<file path="src/rtl/inv_cipher_ctrl.sv">
// Iterative AES-128 decryption sequencer: initial AddRoundKey here, rounds 9..1 and round 0
// are computed by external combinational datapaths that this block drives and captures.
module inv_cipher_ctrl #(
  parameter int NR     = 10,
  parameter int KIDX_W = 4
) (
  input  logic              clk,
  input  logic              rst_n,
  input  logic              in_valid,
  output logic              in_ready,
  input  logic [0:127]      in_data,
  output logic              out_valid,
  input  logic              out_ready,
  output logic [0:127]      out_data,
  output logic [KIDX_W-1:0] key_idx,
  input  logic [0:127]      key_word,
  output logic [0:127]      dp_state,
  output logic [0:127]      dp_key,
  input  logic [0:127]      dp_round_in,
  input  logic [0:127]      dp_final_in,
  output logic              busy
);

  // state | meaning
  // IDLE  | waiting for a ciphertext block, key_idx points at the last round key
  // ROUND | inverse rounds rnd = 9..1 through the shared round datapath
  // FINAL | round 0 through the final-round datapath
  // DONE  | plaintext held in the state register until out_ready
  typedef enum logic [1:0] {IDLE, ROUND, FINAL, DONE} fsm_t;

  fsm_t         fsm_q, fsm_nxt;
  logic [0:127] state_q, state_nxt;
  logic [3:0]   rnd_q, rnd_nxt;

  always_ff @(posedge clk or negedge rst_n) begin
    if (!rst_n) begin
      fsm_q   <= IDLE;
      state_q <= '0;
      rnd_q   <= '0;
    end else begin
      fsm_q   <= fsm_nxt;
      state_q <= state_nxt;
      rnd_q   <= rnd_nxt;
    end
  end

  always_comb begin
    fsm_nxt   = fsm_q;
    state_nxt = state_q;
    rnd_nxt   = rnd_q;
    in_ready  = 1'b0;
    out_valid = 1'b0;
    busy      = 1'b0;
    key_idx   = '0;
    case (fsm_q)
      IDLE: begin
        in_ready = 1'b1;
        key_idx  = KIDX_W'(NR);
        if (in_valid) begin
          state_nxt = in_data ^ key_word;
          rnd_nxt   = 4'(NR - 1);
          fsm_nxt   = ROUND;
        end
      end
      ROUND: begin
        busy      = 1'b1;
        key_idx   = KIDX_W'(rnd_q);
        state_nxt = dp_round_in;
        if (rnd_q == 4'd1) fsm_nxt = FINAL;
        else               rnd_nxt = rnd_q - 4'd1;
      end
      FINAL: begin
        busy      = 1'b1;
        state_nxt = dp_final_in;
        fsm_nxt   = DONE;
      end
      DONE: begin
        out_valid = 1'b1;
        if (out_ready) fsm_nxt = IDLE;
      end
      default: fsm_nxt = IDLE;
    endcase
  end

  // The datapaths see the live state and key; no extra pipeline stage in between.
  assign dp_state = state_q;
  assign out_data = state_q;
  assign dp_key   = key_word;

endmodule
</file>
<file path="config.mk">
export PLATFORM = sky130hd
export DESIGN_NAME = inv_cipher_ctrl
export DESIGN_NICKNAME = d
export VERILOG_FILES = /design/src/rtl/inv_cipher_ctrl.sv
export SDC_FILE = /design/constraint.sdc
export NUM_CORES = 1
export LEC_CHECK = 0
export ABC_AREA = 1
export CORE_AREA = 3 3 347 349
export CTS_CLUSTER_SIZE = 25
export DETAILED_ROUTE_END_ITERATION = 8
export DIE_AREA = 0 0 350 352
export PLACE_DENSITY = 0.42
export SLEW_MARGIN = 40
export SYNTH_ARGS = -nofsm -noshare
export SYNTH_HDL_FRONTEND = slang
export SYNTH_SLANG_ARGS = --single-unit
</file>
<file path="constraint.sdc">
create_clock -name clk -period 1.6 [get_ports clk]
set_input_delay 0.32 -clock clk [delete_from_list [all_inputs] [get_ports clk]]
set_output_delay 0.32 -clock clk [all_outputs]
set_load 0.03 [all_outputs]
</file>
==> flow_summary.toml <==
[grt]
grt_overflow = 0
antenna_found_initial = 28
grt_max_degree = 57
grt_pass1_vias = 14200
track_usage = 0.158
grt_pass1_wl_mm = 130

[drt]
avgViaCountPerCell = 3.47
firstDrtPassIters = 7
highest-signal-layer = "met5"
wl_met2_mm = 51.3
totalWireLength_mm = 101
vias = 14200
routedLengthMet1_mm = 41.7
routedWlPerCell_um = 24.7
drtIter0Drc = 666
route.antenna.remaining_nets = 0
wl_met3_mm = 6.44
drc = 0

[sta]
finalHoldViolCount = 0
slew_violations = 0
relSlewSlack = 0.594
fin_ws_ps = -392
holdWs_ps = 229
tightest_slew_ps = 602
setup_viol = 135
fin_skew_ps = 10.2
max_freq_mhz = 502
rsz0062_at_grt = "yes"
fin_crit_sh = 1.25
fin_crit_ps = 1990

[clock_network]
worstSkewPairLatency_ps = 490
cts_max_level = 4
cts_buffer_depth = 2
cts_tree = "yes"
clock-sinks = 134
clk_pin_slew_ps = 70
cts_buffers = 17
cts.root.buffer_cell = "clkbuf_16"

[setup_path]
critPathMaxFanout = 4
reg2reg_to = "dp_state[118]$_DFFE_PN0P_"
r2r-start = "fsm_q[0]$_DFFE_PN0P_"
crit_type = "flip-flop to primary output"
critical_path_arrival_ps = 1670
start_kind = "flip-flop"
path_common_cell = "buf_6"
cpPeakStageDelay_ps = 390
critPathCaptureType = "primary output"
cp.required_ps = 1280
crit_chain = "inv_2 -> buf_6 -> ha_4 -> buf_6 -> inv_6 -> o21ai_4 -> buf_6"
cp_slowest_cell = "dfrtp_1"
r2r_setup_slack_ps = -360
r2r_cells = 12

[final_layout]
nNetsFinal = 3069
mostFrequentLayoutCell = "clkdlybuf4s50_1"
final_util = 0.219
layout_common_cells = "513 x clkdlybuf4s50_1, 508 x nand2_1, 213 x buf_12, 190 x buf_4, 144 x nand3_1"
area_delta_synth_final_pct = 131
drive_gt1_frac = 0.368
fillers = 13100

[floorplan]
io_pins = 907
dieArea_sq_um = 123000
die_w_um = 350
die_h_um = 352
rows = 126
coreArea_sq_um = 118000
initial_utilization = 0.0949

[logic_synthesis]
synth_cell_types = 19
ys_ff_latch = 134
netlist_instances = 1713
ys_seq_area_frac = 0.300
avgSynthCellArea_sq_um = 6.52
syn_area_sq_um = 11200
ys.warnings.count = 0
syn_nets = 2236

[power]
p_leak_nw = 11.7
power_density_nw_per_um2 = 2630
ir_worst_vdd_uv = 1220

[placed_design]
portBuffers = 906
place_congestion = 0.869
dpl.hpwl_mm = 82.2

[run]
maxCapViolCount = 0

[worst_hold_path]
worstHoldPathType = "primary input to asynchronous set/reset pin"

[outcome]
violations = "negative setup slack"
status = "complete, but fails checks"
==> worst max-delay path by stage <==
stage | from | to | slack, ps | depth (start not counted)
final | fsm_q[1]$_DFFE_PN0P_ | key_idx[3] | -390 | 7
after global routing | fsm_q[1]$_DFFE_PN0P_ | key_idx[3] | -500 | 7
after CTS | fsm_q[1]$_DFFE_PN0P_ | key_idx[1] | -470 | 7
after detailed placement | fsm_q[1]$_DFFE_PN0P_ | dp_state[90]$_DFFE_PN0P_ | -290 | 6
after global placement | fsm_q[0]$_DFFE_PN0P_ | dp_state[90]$_DFFE_PN0P_ | -300 | 6
after floorplan | fsm_q[1]$_DFFE_PN0P_ | dp_state[104]$_DFFE_PN0P_ | -70 | 9
==> flip-flops by register name (all words and copies together), names as in the netlist <==
signal / flops
dp_state: 128
rnd_q: 4
fsm_q: 2
==> final cells by class <==
cell class	count	area (sq um)	share of cell area
Antenna cell	2	5.00	0.000194
Clock buffer	21	450	0.0174
Clock inverter	11	174	0.00673
Inverter	115	465	0.0180
Multi-Input combinational cell	1123	5950	0.231
Sequential cell	134	3390	0.131
Tap cell	1536	1920	0.0744
Timing Repair Buffer	1155	13500	0.521
==> synthesized netlist by cell type (all sizes together) <==
master  instances  area, sq um
a21oi         104          532
buf           323         2360
clkbuf         18         67.6
dfrtp         134         3350
ha              7         87.6
inv           115          432
nand2         661         2480
nand3         209         1050
nand4           2         12.5
nor2            4         17.5
o21ai         108          541
or2             2         12.5
xor2           26          228
==> stage by stage <==
| stage | total power [mW] | std cells | setup slack (ps) | cell area (sq um) | TNS [ps] |
|---|---|---|---|---|---|
| 6_report | 67.9 | 4097 | -392 | 25800 | -39730 |
| 5_1_grt | 72.2 | 4096 | -496 | 25800 | -51060 |
| 4_1_cts | 67.2 | 4092 | -465 | 25400 | -46050 |
| 3_5_place_dp | 51.2 | 4002 | -286 | 23000 | -18540 |
| 3_3_place_gp | 51.2 | 4002 | -302 | 23000 | -18930 |
| 2_1_floorplan | 29.2 | 1713 | -69.2 | 11200 | -7420 |
==> power breakdown <==
| part | leakage [nW] | switching [mW] | internal (mW) |
|---|---|---|---|
| clock | 0.306 | 1.92 | 2.66 |
| sequential | 1.62 | 2.34 | 5.35 |
| combinational | 9.81 | 30.5 | 25.1 |
==> repair_timing <==
action / 4_1_cts / 5_1_grt
setup buffers: 35 / 14
endpoints found under the hold margin: 111 / 0
cloned: 22 / 4
hold buffers: 1 / 0
pin swaps: 91 / 63
resized for setup: 839 / 276
setup endpoints to repair: 327 / 184
==> cell families (layout without fill, tap and decap cells) <==
| family | Yosys count | after routing | share of synthesized area |
|---|---|---|---|
| AO/OA/AOI/OAI | 212 | 212 | 0.0960 |
| flip-flops | 134 | 134 | 0.300 |
| AND/OR/NAND/NOR | 878 | 878 | 0.319 |
| XOR/XNOR | 26 | 26 | 0.0204 |
| adder cells (fa/ha/maj) | 7 | 7 | 0.00784 |
| other | 0 | 2 | 0 |
| buffers and inverters | 456 | 1302 | 0.256 |
==> metal layers <==
layer / GRT usage / vias up
met5: 0 / -
met4: 0.0316 / 4
met3: 0.0417 / 77
met2: 0.282 / 579
met1: 0.190 / 6681
li1: - / 6859
==> worst max-delay path: cells and delay by family (launching register included) <==
kind	cells	cell delay [ps]
flip-flops	1	390
adder cells (fa/ha/maj)	1	140
buffers and inverters	5	510
AO/OA/AOI/OAI	1	130
No activity file was read; power rests on OpenSTA's default activity.
